File: src/rtl/ula_serial.sv
// Bit-serial ALU: AND/OR/ADD/SUB/SLT processed SLICE bits per clock, LSB slice first.
// Results and flags are registered and only change on completion.
module ula_serial #(
    parameter int unsigned WIDTH = 32,
    parameter int unsigned SLICE = 1
) (
    input  logic             clk,
    input  logic             rst,
    input  logic             start,
    input  logic [2:0]       ulaOp,
    input  logic [WIDTH-1:0] a,
    input  logic [WIDTH-1:0] b,
    input  logic             c_In,
    output logic             busy,
    output logic             done,
    output logic [WIDTH-1:0] Y,
    output logic             c_Out,
    output logic             ovf,
    output logic             zero,
    output logic             err
);

    localparam int unsigned N  = WIDTH / SLICE;
    localparam int unsigned CW = (N > 1) ? $clog2(N) : 1;

    localparam logic [1:0] IDLE = 2'd0;
    localparam logic [1:0] RUN  = 2'd1;
    localparam logic [1:0] FIX  = 2'd2;
    localparam logic [1:0] DONE = 2'd3;

    localparam logic [2:0] OP_AND = 3'b000;
    localparam logic [2:0] OP_OR  = 3'b001;
    localparam logic [2:0] OP_ADD = 3'b010;
    localparam logic [2:0] OP_SUB = 3'b110;
    localparam logic [2:0] OP_SLT = 3'b111;

    logic [1:0]       state_q, state_d;
    logic [CW-1:0]    cnt_q, cnt_d;
    logic [2:0]       op_q, op_d;
    logic [WIDTH-1:0] a_q, a_d, b_q, b_d, acc_q, acc_d;
    logic             carry_q, carry_d, sovf_q, sovf_d;
    logic [WIDTH-1:0] y_q, y_d;
    logic             cout_q, cout_d, ovf_q, ovf_d, zero_q, zero_d, err_q, err_d;

    logic [SLICE-1:0] as, bs, rs;
    logic [SLICE:0]   sum;
    logic             sub, arith, legal, last, cmsb, slice_ovf, slt_bit;

    // Datapath for the current slice; operands are shifted right so slice 0 is always in view.
    always_comb begin
        sub       = (op_q == OP_SUB) || (op_q == OP_SLT);
        arith     = (op_q == OP_ADD) || sub;
        as        = a_q[SLICE-1:0];
        bs        = sub ? ~b_q[SLICE-1:0] : b_q[SLICE-1:0];
        sum       = {1'b0, as} + {1'b0, bs} + {{SLICE{1'b0}}, carry_q};
        cmsb      = as[SLICE-1] ^ bs[SLICE-1] ^ sum[SLICE-1];
        slice_ovf = cmsb ^ sum[SLICE];
        case (op_q)
            OP_AND:  rs = as & bs;
            OP_OR:   rs = as | bs;
            default: rs = sum[SLICE-1:0];
        endcase
        legal   = (ulaOp == OP_AND) || (ulaOp == OP_OR) || (ulaOp == OP_ADD) ||
                  (ulaOp == OP_SUB) || (ulaOp == OP_SLT);
        last    = (cnt_q == CW'(N - 1));
        slt_bit = acc_q[WIDTH-1] ^ sovf_q;
    end

    always_comb begin
        state_d = state_q;
        cnt_d   = cnt_q;
        op_d    = op_q;
        a_d     = a_q;
        b_d     = b_q;
        acc_d   = acc_q;
        carry_d = carry_q;
        sovf_d  = sovf_q;
        y_d     = y_q;
        cout_d  = cout_q;
        ovf_d   = ovf_q;
        zero_d  = zero_q;
        err_d   = err_q;
        case (state_q)
            IDLE: begin
                if (start) begin
                    op_d  = ulaOp;
                    a_d   = a;
                    b_d   = b;
                    cnt_d = '0;
                    acc_d = '0;
                    // Carry register starts at the effective carry-in: c_In for ADD, 1 for a+~b+1.
                    carry_d = (ulaOp == OP_ADD) ? c_In :
                              ((ulaOp == OP_SUB) || (ulaOp == OP_SLT));
                    if (legal) begin
                        state_d = RUN;
                    end else begin
                        state_d = DONE;
                        y_d     = '0;
                        cout_d  = 1'b0;
                        ovf_d   = 1'b0;
                        zero_d  = 1'b1;
                        err_d   = 1'b1;
                    end
                end
            end
            RUN: begin
                a_d     = a_q >> SLICE;
                b_d     = b_q >> SLICE;
                carry_d = sum[SLICE];
                acc_d   = (acc_q >> SLICE) | (WIDTH'(rs) << (WIDTH - SLICE));
                cnt_d   = cnt_q + CW'(1);
                if (last) begin
                    sovf_d = slice_ovf;
                    if (op_q == OP_SLT) begin
                        state_d = FIX;
                    end else begin
                        state_d = DONE;
                        y_d     = acc_d;
                        cout_d  = arith & sum[SLICE];
                        ovf_d   = arith & slice_ovf;
                        zero_d  = (acc_d == '0);
                        err_d   = 1'b0;
                    end
                end
            end
            FIX: begin
                state_d = DONE;
                y_d     = {{(WIDTH-1){1'b0}}, slt_bit};
                cout_d  = 1'b0;
                ovf_d   = 1'b0;
                zero_d  = ~slt_bit;
                err_d   = 1'b0;
            end
            default: state_d = IDLE;
        endcase
    end

    always_ff @(posedge clk or negedge rst) begin
        if (!rst) begin
            state_q <= IDLE;
            cnt_q   <= '0;
            op_q    <= '0;
            a_q     <= '0;
            b_q     <= '0;
            acc_q   <= '0;
            carry_q <= 1'b0;
            sovf_q  <= 1'b0;
            y_q     <= '0;
            cout_q  <= 1'b0;
            ovf_q   <= 1'b0;
            zero_q  <= 1'b0;
            err_q   <= 1'b0;
        end else begin
            state_q <= state_d;
            cnt_q   <= cnt_d;
            op_q    <= op_d;
            a_q     <= a_d;
            b_q     <= b_d;
            acc_q   <= acc_d;
            carry_q <= carry_d;
            sovf_q  <= sovf_d;
            y_q     <= y_d;
            cout_q  <= cout_d;
            ovf_q   <= ovf_d;
            zero_q  <= zero_d;
            err_q   <= err_d;
        end
    end

    assign busy  = (state_q != IDLE);
    assign done  = (state_q == DONE);
    assign Y     = y_q;
    assign c_Out = cout_q;
    assign ovf   = ovf_q;
    assign zero  = zero_q;
    assign err   = err_q;

endmodule

File: config.mk
export PLATFORM = sky130hd
export DESIGN_NAME = ula_serial
export DESIGN_NICKNAME = d
export VERILOG_FILES = /design/src/rtl/ula_serial.sv
export SDC_FILE = /design/constraint.sdc
export NUM_CORES = 1
export LEC_CHECK = 0
export BUFFER_PORTS_ARGS = -buffer_cell sky130_fd_sc_hd__buf_4
export CELL_PAD_IN_SITES_DETAIL_PLACEMENT = 0
export CELL_PAD_IN_SITES_GLOBAL_PLACEMENT = 1
export CORE_UTILIZATION = 49
export CTS_BUF_LIST = sky130_fd_sc_hd__clkbuf_4
export DETAILED_ROUTE_END_ITERATION = 10
export GPL_TIMING_DRIVEN = 0
export PLACE_DENSITY = 0.95
export SETUP_SLACK_MARGIN = 0.05
export SLEW_MARGIN = 20
export SYNTH_ARGS = -nofsm -noshare
export SYNTH_HDL_FRONTEND = slang
export SYNTH_SLANG_ARGS = --single-unit
File: constraint.sdc
create_clock -name clk -period 2.8 [get_ports clk]
set_input_delay 0 -clock clk [delete_from_list [all_inputs] [get_ports clk]]
set_output_delay 0 -clock clk [all_outputs]
set_load 0.02 [all_outputs]
==> results.cfg <==
[yosys]
synth_warnings = 0
synthFlopType = dfrtp_1
syn_nets = 669
synthCells = 590
async_flop_share_pct = 100
ys_ff_latch = 143
synth_edf_count = 0
syn-cell-area_mm2 = 0.00652
ys_seq_area_share_pct = 54.9
avgSynthCellArea_um2 = 11.1
synth_cell_type_count = 39

[detailed_routing]
drt-vias-per-instance = 5.21
vias = 5088
ant_nets = 0
top_layer_used = met4
drc = 0
drtPass1Iterations = 4
wl_met1_mm = 6.34
wirelength_mm = 15.1
dr_wl_met2_mm = 7.84
wl_met3_um = 759
drt_first_iter_violations = 229
wire_per_inst_um = 15.5

[worst_setup_path]
critPathKind = reg -> reg
cp.required_ns = 3.25
r2r-start = state_q[1]
cp_max_fo = 10
r2r_slack_ns = 0.33
cp-end-kind = register
startpoint_type = register
setup.worst_path.start = state_q[1]
crit_arrival_ns = 2.92

[global_routing]
grt_max_degree = 77
overflow = 0
antenna_found_initial = 0
grt_pass1_vias = 5568
grt_first_pass_wirelength_mm = 26.2
grt_util_all_layers_pct = 23.8

[sta]
setup_viol = 0
slew_headroom_pct = 55.7
final.setup_skew_ns = 0.0151
max_freq_mhz = 405
finalCritPeriodShare_pct = 88.2
setup_tns_ns = 0
finalCriticalPeriod_ns = 2.47
finalHoldViolCount = 0
timing.final.ws_setup_ns = 0.332
rsz0062_at_grt = false
slew_violations = 0
worst_pin_slew_ns = 0.656

[die]
ios = 109
chipWidth_um = 117
dieHeight_um = 117
rows = 41
fp.coreArea_mm2 = 0.0128
die-area_mm2 = 0.0138
start_util_pct = 51.1

[power_and_ir_drop]
finalPower_mw = 9.35
power_density_mw_per_mm2 = 1070
p_leak_nw = 4.13
peakVddDrop_mv = 0.620

[cells_and_area]
antenna_cells = 0
syn2layout_area_growth_pct = 33.9
final_cell_count_no_fill = 977
final_common_cell = dfrtp_1
drive_above_1_share_pct = 22.4
post-route-util_pct = 68.4
layout.nets = 871
final_cell_mix = dfrtp_1 (143), buf_4 (107), mux2i_1 (96)

[placement]
dp.cells = 871
gp_congestion = 0.819
dpl.hpwl_mm = 9.89
numPortBuffers = 108
pre_cts_ws_ns = 0.719

[clock_network]
tritoncts = yes
htree_num_levels = 4
insertion_delay_ns = 0.56
clockBufferDepth = 2
post_cts_buffers = 0
cts_buffers = 17
clock-sinks = 143
clkSlewWorstSetupHoldPaths_ns = 0.12
root_buffer = clkbuf_4

[min_path]
hp-class = in -> async

[flow_run]
cap_violations = 0

[outcome]
status = finished clean
## flip-flops by register name, indices dropped and copies added, names as in the netlist, 2 cells and up
register  flops
Y            32
a_q          32
b_q          32
acc_q        31
cnt_q         5
op_q          3
state_q       2
## power breakdown
part / total [mW] / switching (mW) / internal (mW)
clock: 1.74 / 0.765 / 0.975
combinational: 4.35 / 2.40 / 1.95
sequential: 3.26 / 0.495 / 2.77
## logic make-up after synthesis
group           after synthesis  synth area share, %
compound gates              121                 12.0
xor+xnor                      4                0.537
fa+ha+maj                     8                 1.65
buf+inv                      80                 5.97
flops                       143                 54.9
mux                         106                 16.6
simple gates                128                 8.31
## metal layers
| layer | track usage (%) | vias up |
|---|---|---|
| met1 | 28.2 | 2491 |
| met3 | 7.15 | 20 |
| met2 | 41.6 | 133 |
| met4 | 7.14 | 0 |
| met5 | 0 | - |
| li1 | - | 2444 |
## critical path, cell delays in order (launching register included)
cell,delay [ns]
dfrtp_1,0.42
inv_1,0.11
ha_1,0.15
buf_2,0.22
buf_2,0.31
clkbuf_1,0.41
o21ai_0,0.16
dlygate4sd3_1,0.58
## cell usage after synthesis (4+ instances only)
cell type  number  area share, %
buf_2          20            1.5
clkbuf_1       11           0.63
a22o_1         34            4.6
nor2_1         64            3.7
o21ai_0         5           0.38
dfrtp_1       143             55
a31oi_1         4           0.38
nand2_1        41            2.4
mux2_2          6            1.0
mux2i_1        96             15
a21oi_1        69            5.3
nor3_1          4           0.31
inv_1          43            2.5
ha_1            7            1.3
nor4_1          7           0.67
## cell type report
class                           instances  area, um2
Fill cell                             945       4040
Sequential cell                       143       3580
Multi-Input combinational cell        367       2550
Timing Repair Buffer                  183       1600
Clock inverter                         15        265
Buffer                                 37        228
Tap cell                              172        215
Inverter                               43        161
Clock buffer                           17        128
## worst paths after layout
| kind | end | cells past startpoint |
|---|---|---|
| worst min-delay path | acc_q[8] | 3 |
| worst max register to register | a_q[31] | 7 |
| worst max-delay path | a_q[31] | 7 |
| worst min register to register | Y[10] | 2 |
| min in group clk | b_q[6] | 4 |
| max in group asynchronous | b_q[9] | 3 |
## through the flow
stage	hold slack (ns)	cell area (um2)
floorplan	-0.296	6520
global placement	0.263	7550
detailed placement	-0.0158	7580
CTS	0.000983	8730
global route	0.0152	8730
finish	0.0221	8730
## timing repair
item | in CTS | in global routing
hold buffers | 74 | 0
resized for setup | 0 | 0
endpoints found under the hold margin | 213 | 0
(Power assumes the default switching activity.)
